`src/rtl/gray_seq.sv`:
```
// gray_seq: one-hot mode select driven 8-bit pattern generator with prescaled stepping.
// Modes: binary, Gray, Johnson, LFSR, walking-one, ping-pong; per-mode seed reload on mode change.
module gray_seq #(
    parameter int unsigned pDIV_W = 16,
    parameter bit          pTEST  = 1'b0
) (
    input  logic       i_clk,
    input  logic       i_rst_n,
    input  logic [5:0] i_sel,
    input  logic       i_en,
    output logic [7:0] o_out,
    output logic [2:0] o_mode,
    output logic       o_tick,
    output logic       o_wrap
);

    typedef enum logic [1:0] {
        ST_IDLE = 2'd0,
        ST_LOAD = 2'd1,
        ST_RUN  = 2'd2
    } state_t;

    localparam logic [2:0] M_IDLE  = 3'd0;
    localparam logic [2:0] M_PONG  = 3'd1;
    localparam logic [2:0] M_WALK  = 3'd2;
    localparam logic [2:0] M_LFSR  = 3'd3;
    localparam logic [2:0] M_JOHN  = 3'd4;
    localparam logic [2:0] M_GRAY  = 3'd5;
    localparam logic [2:0] M_BIN   = 3'd6;

    localparam logic DIR_LEFT  = 1'b0;
    localparam logic DIR_RIGHT = 1'b1;

    state_t              state;
    logic [pDIV_W-1:0]   presc;
    logic [7:0]          seq_s;
    logic                dir;

    logic [2:0]          sel_mode;
    logic [7:0]          seed;
    logic                tick_c;
    logic [7:0]          nxt_s;
    logic [7:0]          nxt_out;
    logic                nxt_dir;

    // Priority decode of the one-hot select: highest set bit wins.
    always_comb begin
        sel_mode = M_IDLE;
        if (i_sel[5])      sel_mode = M_BIN;
        else if (i_sel[4]) sel_mode = M_GRAY;
        else if (i_sel[3]) sel_mode = M_JOHN;
        else if (i_sel[2]) sel_mode = M_LFSR;
        else if (i_sel[1]) sel_mode = M_WALK;
        else if (i_sel[0]) sel_mode = M_PONG;
    end

    // Seed for the stored mode; shift-based patterns need a set bit to start from.
    always_comb begin
        seed = 8'h00;
        if (o_mode == M_LFSR || o_mode == M_WALK || o_mode == M_PONG) seed = 8'h01;
    end

    // Step strobe: every enabled cycle in test mode, else once per prescaler roll-over.
    always_comb begin
        tick_c = i_en & (pTEST ? 1'b1 : (presc == '1));
    end

    // Next sequence state and visible value for one step of the stored mode.
    always_comb begin
        nxt_s   = seq_s;
        nxt_out = seq_s;
        nxt_dir = dir;
        case (o_mode)
            M_BIN: begin
                nxt_s   = seq_s + 8'd1;
                nxt_out = nxt_s;
            end
            M_GRAY: begin
                nxt_s   = seq_s + 8'd1;
                nxt_out = nxt_s ^ (nxt_s >> 1);
            end
            M_JOHN: begin
                nxt_s   = {seq_s[6:0], ~seq_s[7]};
                nxt_out = nxt_s;
            end
            M_LFSR: begin
                nxt_s   = {seq_s[6:0], seq_s[7] ^ seq_s[5] ^ seq_s[4] ^ seq_s[3]};
                nxt_out = nxt_s;
            end
            M_WALK: begin
                nxt_s   = {seq_s[6:0], seq_s[7]};
                nxt_out = nxt_s;
            end
            M_PONG: begin
                if (dir == DIR_LEFT) begin
                    nxt_s = {seq_s[6:0], 1'b0};
                    if (nxt_s == 8'h80) nxt_dir = DIR_RIGHT;
                end else begin
                    nxt_s = {1'b0, seq_s[7:1]};
                    if (nxt_s == 8'h01) nxt_dir = DIR_LEFT;
                end
                nxt_out = nxt_s;
            end
            default: begin
                nxt_s   = 8'h00;
                nxt_out = 8'h00;
            end
        endcase
    end

    // Mode tracking FSM, prescaler and registered outputs; mode change beats stepping.
    always_ff @(posedge i_clk or negedge i_rst_n) begin
        if (!i_rst_n) begin
            state  <= ST_IDLE;
            presc  <= '0;
            seq_s  <= 8'h00;
            dir    <= DIR_LEFT;
            o_out  <= 8'h00;
            o_mode <= M_IDLE;
            o_tick <= 1'b0;
            o_wrap <= 1'b0;
        end else begin
            o_tick <= 1'b0;
            o_wrap <= 1'b0;
            if (sel_mode != o_mode) begin
                o_mode <= sel_mode;
                presc  <= '0;
                state  <= ST_LOAD;
            end else begin
                case (state)
                    ST_IDLE: begin
                        o_out <= 8'h00;
                    end
                    ST_LOAD: begin
                        if (o_mode == M_IDLE) begin
                            o_out <= 8'h00;
                            state <= ST_IDLE;
                        end else begin
                            o_out <= seed;
                            seq_s <= seed;
                            dir   <= DIR_LEFT;
                            state <= ST_RUN;
                        end
                    end
                    ST_RUN: begin
                        if (i_en) begin
                            presc <= presc + pDIV_W'(1);
                            if (tick_c) begin
                                seq_s  <= nxt_s;
                                o_out  <= nxt_out;
                                dir    <= nxt_dir;
                                o_tick <= 1'b1;
                                o_wrap <= (nxt_out == seed);
                            end
                        end
                    end
                    default: begin
                        state <= ST_IDLE;
                    end
                endcase
            end
        end
    end

endmodule

```
`config.mk`:
```
export PLATFORM = sky130hd
export DESIGN_NAME = gray_seq
export DESIGN_NICKNAME = d
export VERILOG_FILES = /design/src/rtl/gray_seq.sv
export SDC_FILE = /design/constraint.sdc
export NUM_CORES = 1
export LEC_CHECK = 0
export BUFFER_PORTS_ARGS = -buffer_cell sky130_fd_sc_hd__clkbuf_2
export CAP_MARGIN = 30
export CORE_ASPECT_RATIO = 0.8
export CORE_UTILIZATION = 30
export DETAILED_ROUTE_END_ITERATION = 16
export MAX_ROUTING_LAYER = met4
export PLACE_DENSITY = 0.49
export SETUP_SLACK_MARGIN = 0.1
export SLEW_MARGIN = 30
export SYNTH_ARGS = -nofsm -noshare
export SYNTH_HDL_FRONTEND = slang
export SYNTH_SLANG_ARGS = --single-unit
export TNS_END_PERCENT = 1
```
`constraint.sdc`:
```
create_clock -name i_clk -period 2.4 [get_ports i_clk]
set_input_delay 0.24 -clock i_clk [delete_from_list [all_inputs] [get_ports i_clk]]
set_output_delay 0.24 -clock i_clk [all_outputs]
set_load 0.03 [all_outputs]
```
---- Yosys cells after proc, flatten, opt, wreduce, memory -nomap -nowiden ----
Cells that the tools add are included.
storage, ports and cells
  register bits ........................... 40
  bits in latches ......................... 0
  memory bits (writable) .................. 0
  ROM bits ................................ 0
  input bits .............................. 9
  output and inout port bits .............. 13
  word-level logic and storage cells ...... 89
  memories ................................ 0
operators by class
  add/subtract/negate cells ............... 2
  $mul .................................... 0
  div/mod/pow operators ................... 0
  order comparisons ....................... 0
  eq/ne operators ......................... 18
  shifts and indexed selects .............. 0
  multiplexer cells ....................... 40
  bitwise gates (word level) .............. 7
  reductions and logical operators ........ 14
operators by type and width
  cell                     number
  $mux W8                  7
  $mux W16                 3
  $pmux W8 S6              1
  $pmux W8 S5              1
  $pmux W8 S3              1
  $mux W1                  17
  $add A16 B1 Y16 const B  1
  $eq A16 B16 Y1 const B   1
  $pmux W8 S2              1
  $eq A3 B3 Y1 const B     3
  $mux W3                  3
  $add A8 B1 Y8 const B    1
  $eq A8 B8 Y1             1
  $mux W2                  4
  $ne A2 B2 Y1 const B     4
  $xor A8 B7 Y8            1
  $eq A7 B1 Y1 const B     1
  $eq A7 B7 Y1 const B     1
  $eq A3 B2 Y1 const B     2
  $reduce_and A6 Y1        1
  $reduce_bool A2 Y1       3
  $reduce_and A5 Y1        1
  $pmux W2 S2              1
  $reduce_and A4 Y1        1
  other kinds (15)         20

---- Depth between registers and ports, before layout ----
Gate-level depths: netlist (run 1).
  word-level depth ........................ 9
  gate-level depth with buffers ........... 9
  gate-level depth less buffers ........... 8

---- Worst setup path after synthesis (run 1) ----
No wires, ideal clock.
  path kind ............................... flip-flop to flip-flop
  from .................................... register seq_s[0]
  to ...................................... register o_wrap
  setup time .............................. 0.120 ns
  arrival time ............................ 2.117 ns
  setup slack ............................. 0.163 ns
  stages on the path, launching flop included .. 10
  buffers on the path ..................... 1
  period minus slack after synthesis ...... 2.237 ns
  cell sequence ........................... dfrtp_1 > clkbuf_1 > inv_1 > ha_1 > or4b_2 > o221ai_1 > o31ai_1 > nand3_1 > nor4_1 > and4_1
between the ends
  cells in the longest elaborated chain, start to end .. 8
ends and longest elaborated chain
  what                      RTL line  source
  start: declaration        36        logic [7:0] seq_s;
  start signal: assignment  149       seq_s <= nxt_s;
  $add A8 B1 Y8             75, 79
  $xor A8 B7 Y8             80        nxt_out = nxt_s ^ (nxt_s >> 1);
  $pmux W8 S6 (*)           73        case (o_mode)
  $eq A8 B8 Y1 (*)          153       o_wrap <= (nxt_out == seed);
  $mux W1 (*)               148       if (tick_c) begin
  $mux W1 (*)               146       if (i_en) begin
  $mux W1 (*)               130       case (state)
  $mux W1 (*)               125       if (sel_mode != o_mode) begin
  end signal: assignment    153
  end: declaration          14        output logic o_wrap
Mark *: on every way between the ends. The rest lies on a longest branch, timed or not.
A chain may end at the register's enable or synchronous reset.

---- Final worst setup path (run 1) ----
  from .................................... register seq_s[2]
  to ...................................... register o_wrap
Same word-level chain as after synthesis.

==> metrics.yaml, run 1 <==
drt:
  drc: 0
  routed_wl_um: 7634
  ant_nets: 0
  drt_iter0_markers: 196
  vias: 2614
  dr.pass1.iters: 5
  viasPerCell: 5.562
  routedWlPerCell_um: 16.24
critical_path:
  cp.buffers_inverters: 0
  worst_ep_required_time_ns: 2.62
  crit_path_top_delay_cell: "dfrtp_1"
  cp_data_arrival_time_ns: 2.39
  crit_family: "compound AO/OA/AOI/OAI gates"
  worstPathCellList: "and4_1 > a21bo_2 > a32oi_1 > o221ai_1 > a31oi_1 > and4_1"
  criticalPathCategory: "reg -> reg"
  cp_max_fo: 11
  cpPeakStageDelay_ns: 0.61
  crit_top_cell: "and4_1"
  start_kind: "flip-flop"
  endpoint_kind: "flip-flop"
hold_path:
  hp-class: "in -> reg"
clock_tree:
  clkLatencyLatePin_ns: 0.28
  root_buffer: "clkbuf_16"
  clk_pin_slew_worst_paths_ns: 0.07
  cts_tree: "done"
  clockBufferDepth: 2
  h-tree-depth: 2
  clock_sinks: 40
  cts_buffers: 5
global_route:
  gr-total-overflow: 0
  antenna_found_initial: 0
  grtUsageTotal: 0.1680
  grt_max_degree: 25
  grt_pass1_wl_um: 12260
  grt_pass1_vias: 2252
placement:
  port_buffers: 21
  hpwlAfterDp_um: 5568
  gp_congestion: 0.8641
sta:
  min_period_ns: 2.172
  finClkSkew_ns: 0.009324
  slew_violations: 0
  tightestPinTransition_ns: 0.5390
  setup_viol: 0
  clock.fmax_mhz: 460.4
  max-slew-margin-rel: 0.6383
  fin_crit_sh: 0.9049
  hold_viol: 0
  rsz0062_at_grt: "true"
  finalSetupTns_ns: 0
  finalHoldWorstSlack_ns: 0.1887
pwr:
  powerDensity_nw_per_um2: 549.3
  p_leak_nw: 1.391
  ir_worst_vdd_uv: 361.9
yosys:
  synth_nets: 343
  avgSynthCellArea_um2: 8.617
  synth_mux_area_frac: 0.01199
  synth_compound_area_frac: 0.2078
  async_reset_ff_frac: 1.000
  ys_seq_area_frac: 0.3552
  synthCells: 327
  synthAdderAreaFrac: 0.03108
  synth_xor_xnor_area_share: 0.09725
  yosys_register_bits: 40
  syn-cell-area_um2: 2818
  synthSimpleGateAreaFrac: 0.2438
  synth_cell_types: 58
  synthFlopType: "dfrtp_1"
  synth_edf_count: 0
  synth_top_family_by_area: "simple AND/OR/NAND/NOR gates"
  yosysWarnings: 0
cells_and_area:
  layout.nets: 370
  synthToLayoutAreaGrowth_pct: 16.74
  drive_gt1_frac: 0.1831
  diodes: 0
floorplan:
  die-width_um: 110.4
  pin_count: 22
  die_y_um: 88.68
  dieArea_um2: 9786
  start_util: 0.3104
  placementRows: 31
  core_um2: 9076
run_status:
  status: "finished clean"
run:
  cap_viol_max_count: 0
==> final timing paths <==
path,cells after the start,endpoint,from,slack (ns)
setup / recovery,6,o_wrap$_DFF_PN0_,seq_s[2]$_DFFE_PN0P_,0.23
hold / removal,2,o_mode[0]$_DFFE_PN0N_,i_sel[5],0.19
setup reg to reg,6,o_wrap$_DFF_PN0_,seq_s[2]$_DFFE_PN0P_,0.23
hold reg to reg,1,o_out[2]$_DFFE_PN0P_,o_out[2]$_DFFE_PN0P_,0.48
max in group asynchronous,3,seq_s[0]$_DFFE_PN0P_,i_rst_n,1.23
min in group asynchronous,2,o_out[2]$_DFFE_PN0P_,i_rst_n,0.44
==> area by class of cell <==
class / count / area, um^2
Clock buffer: 6 / 128.9
Clock inverter: 2 / 35.03
Fill cell: 944 / 5787
Inverter: 14 / 52.55
Multi-Input combinational cell: 252 / 1668
Sequential cell: 40 / 1003
Tap cell: 115 / 143.9
Timing Repair Buffer: 41 / 257.7
==> worst register-to-register path: stages (launching register included) <==
cell	delay (ns)
dfrtp_1	0.61
and4_1	0.36
a21bo_2	0.24
a32oi_1	0.18
o221ai_1	0.15
a31oi_1	0.32
and4_1	0.24
==> metrics by stage <==
stage / area [um^2] / setup slack, ns / total power [mW] / util / instances
CTS: 3272 / 0.1907 / 1.818 / 0.3605 / 468
global placement: 3098 / 0.2565 / 1.051 / 0.3413 / 459
detailed placement: 3098 / 0.2088 / 1.047 / 0.3413 / 459
finish: 3289 / 0.2282 / 1.807 / 0.3624 / 470
floorplan: 2818 / 0.1628 / 0.9376 / - / 327
global route: 3289 / 0.08536 / 1.875 / 0.3624 / 470
==> registers in the layout, summed over array words and instances, names as in the netlist <==
register	flops
dir	1
presc	16
seq_s	8
o_tick	1
state	2
o_out	8
o_wrap	1
o_mode	3
==> power breakdown <==
| part | internal (mW) | leakage, nW | switching, mW | total (mW) |
|---|---|---|---|---|
| clock network | 0.490 | 0.0808 | 0.274 | 0.764 |
| logic | 0.117 | 0.770 | 0.207 | 0.323 |
| registers | 0.692 | 0.541 | 0.0274 | 0.720 |
==> synth_stat cells (all sizes together), types with 6 or more instances <==
cell	number	share of area
a22o	6	0.019
xor2	9	0.031
o21ai	14	0.025
a22oi	6	0.018
nand4	10	0.022
nand2	31	0.041
o31ai	12	0.032
clkbuf	11	0.015
inv	14	0.019
buf	10	0.020
ha	7	0.031
xnor2	18	0.059
nor2	35	0.047
nand3	14	0.031
a21oi	18	0.032
dfrtp	40	0.36
==> cell usage in the layout, fill, tap and decap left out, drive strengths merged, types with 3 or more instances in the layout <==
cell	Yosys	layout
dfrtp	40	40
nor2	35	35
nand2	31	31
clkbuf	11	27
buf	10	19
a21oi	18	18
xnor2	18	18
inv	14	14
o21ai	14	14
nand3	14	14
o31ai	12	12
nand4	10	10
xor2	9	9
ha	7	7
a22o	6	6
a22oi	6	6
nor3	5	5
nor3b	5	5
a21o	5	5
nand2b	4	4
or3	4	4
nor4	4	4
and4	3	3
o221ai	3	3
mux2	3	3
and3	3	3
==> routing by layer <==
layer | vias up | part of all wire | global-route usage
met5 | - | 0 | -
met4 | 0 | 0.016 | 0.03469
met1 | 1243 | 0.50 | 0.2561
met2 | 122 | 0.41 | 0.2276
met3 | 16 | 0.078 | 0.02798
li1 | 1233 | - | -
==> repair_timing <==
action / 4_1_cts / 5_1_grt
hold buffers: 1 / 0
gates resized for setup: 0 / 2
endpoints found under the hold margin: 16 / 0
buffers inserted: 0 / 2
setup endpoints to repair: 0 / 3
==> cells by family (layout without fill, tap and decap cells) <==
logic type      after synthesis  count (layout)
fa+ha+maj                     7               7
xor+xnor                     28              28
flops                        40              40
mux                           3               3
compound gates               84              84
buf+inv                      35              63
simple gates                130             130
No activity file was read; power rests on OpenSTA's default activity.
==> run 2, diff against run 1 <==
--- a/config.mk
+++ b/config.mk
@@ -11,7 +11,7 @@
 export CORE_UTILIZATION = 30
 export DETAILED_ROUTE_END_ITERATION = 16
 export MAX_ROUTING_LAYER = met4
-export PLACE_DENSITY = 0.49
+export PLACE_DENSITY_LB_ADDON = 0.2
 export SETUP_SLACK_MARGIN = 0.1
 export SLEW_MARGIN = 30
 export SYNTH_ARGS = -nofsm -noshare
==> run 2 against run 1 <==
  * Via count fell by 3.3%
  * Combinational power rose by 1%
  * Largest cell class unchanged
  * Final area rose by 1.1%
  * Highest routed layer unchanged
==> metrics.yaml, run 2 (synthesis gave the netlist of run 1 again) <==
global_route:
  grt_pass1_wl_um: 12150  # -0.91%
  grt_max_degree: 23  # -8.0%
  grtUsageTotal: 0.1704  # +0.002368
  gr-total-overflow: 0  # unchanged
  antenna_found_initial: 0  # unchanged
  grt_pass1_vias: 2219  # -1.5%
floorplan:
  start_util: 0.3104  # unchanged
  die-width_um: 110.4  # unchanged
  dieArea_um2: 9786  # unchanged
  die_y_um: 88.68  # unchanged
  placementRows: 31  # unchanged
  core_um2: 9076  # unchanged
  pin_count: 22  # unchanged
cells_and_area:
  regMostFlops: "presc"
  synthToLayoutAreaGrowth_pct: 18.03
  diodes: 0  # unchanged
  largest_reg_flops: 16  # unchanged
  layout.cells.non_filler: 471  # +0.21%
  layout.nets: 371  # +0.27%
  drive_gt1_frac: 0.1994  # +0.01634
  utilization: 0.3664  # +0.003998
  top_regs: "presc: 16 flops, o_out: 8 flops, seq_s: 8 flops"
  final_cell_mix: "nor2_1 (35), dfrtp_1 (35), nand2_1 (31), clkbuf_2 (21), buf_4 (20)"
sta:
  rsz0062_at_grt: "true"
  min_period_ns: 2.144  # -0.02771 ns
  max-slew-margin-rel: 0.6785  # +0.04022
  finalSetupTns_ns: 0  # unchanged
  clock.fmax_mhz: 466.4  # +1.3%
  hold_viol: 0  # unchanged
  finClkSkew_ns: 0.004581  # -0.004743 ns
  finalHoldWorstSlack_ns: 0.1846  # -0.004080 ns
  tightestPinTransition_ns: 0.4813  # -0.05771 ns
  slew_violations: 0  # unchanged
  setup_viol: 0  # unchanged
  fin_crit_sh: 0.8934  # -0.01155
run:
  cap_viol_max_count: 0  # unchanged
critical_path:
  criticalPathCategory: "reg -> reg"
  r2r_slack_ns: 0.26  # +0.03 ns
  cp_max_fo: 5  # -6
  endpoint_kind: "flip-flop"
  start_kind: "flip-flop"
  cp_data_arrival_time_ns: 2.35  # -0.04 ns
  worst_ep_required_time_ns: 2.61  # about the same
pwr:
  ir_worst_vdd_uv: 330.3  # -8.7%
  p_leak_nw: 1.396  # +0.34%
  power.total_mw: 1.842  # +2.0%
  powerDensity_nw_per_um2: 554.0  # +0.85%
hold_path:
  hp-class: "in -> reg"
clock_tree:
  clockBufferDepth: 2  # unchanged
  cts_buffers: 5  # unchanged
  clk_pin_slew_worst_paths_ns: 0.06  # about the same
  root_buffer: "clkbuf_16"
  clock_sinks: 40  # unchanged
  cts_tree: "done"
  h-tree-depth: 2  # unchanged
  clkLatencyLatePin_ns: 0.29  # about the same
placement:
  gp_congestion: 0.9350  # +8.2%
  port_buffers: 21  # unchanged
  place_inst: 460  # +0.22%
  hpwlAfterDp_um: 5465  # -1.9%
drt:
  drt_iter0_markers: 242  # +23%
  routedWlPerCell_um: 15.68  # -3.5%
  viasPerCell: 5.365  # -3.5%
  vias: 2527  # -3.3%
  dr.pass1.iters: 5  # unchanged
  routed_wl_um: 7385  # -3.3%
  drc: 0  # unchanged
  ant_nets: 0  # unchanged
run_status:
  status: "finished clean"
run 2: timing repair:
item,in CTS,in global routing
setup endpoints to repair,0,3
setup buffers,0,2
gates resized for setup,0,7
hold endpoints to repair,18,0
hold buffers,1,0
run 2: worst paths after layout:
kind / startpoint / endpoint / depth (start not counted)
min in group asynchronous: i_rst_n / presc[9]$_DFFE_PN0P_ / 2
max reg2reg: seq_s[0]$_DFFE_PN0P_ / o_out[0]$_DFFE_PN0P_ / 8
max in group asynchronous: i_rst_n / o_mode[0]$_DFFE_PN0N_ / 3
max: seq_s[0]$_DFFE_PN0P_ / o_out[0]$_DFFE_PN0P_ / 8
min reg2reg: o_out[3]$_DFFE_PN0P_ / o_out[3]$_DFFE_PN0P_ / 1
min: i_sel[5] / o_mode[0]$_DFFE_PN0N_ / 2
run 2: metrics by stage:
stage,instance area [um^2],setup slack [ns]
2_1_floorplan,2818,0.1628
3_3_place_gp,3105,0.2147
3_5_place_dp,3105,0.1192
4_1_cts,3287,0.1252
5_1_grt,3326,0.08535
6_report,3326,0.2559
run 2: per-layer routing:
layer | GRT usage | part of all wire
met5 | - | 0
met4 | 0.05024 | 0.0095
met3 | 0.02430 | 0.054
met2 | 0.2129 | 0.38
met1 | 0.2706 | 0.56
run 2: final cells by class:
class                      instances  area, um^2
fill                             957        5751
multi-input combinational        252        1685
sequential                        40        1007
timing repair buffer              42       265.3
tap                              115       143.9
clock buffer                       5       125.1
inverter                          14       52.55
clock inverter                     3       46.29
run 2: critical path, stage by stage (launching register included):
cell	delay (ns)
dfrtp_2	0.40
inv_1	0.05
ha_1	0.35
or4b_2	0.62
o221ai_1	0.11
nand2_1	0.08
a31oi_1	0.16
o21ai_0	0.14
o21ai_0	0.16
run 2: power breakdown:
part / internal [mW] / switching, mW
clock: 0.495 / 0.298
sequential: 0.693 / 0.0307
combinational: 0.125 / 0.202
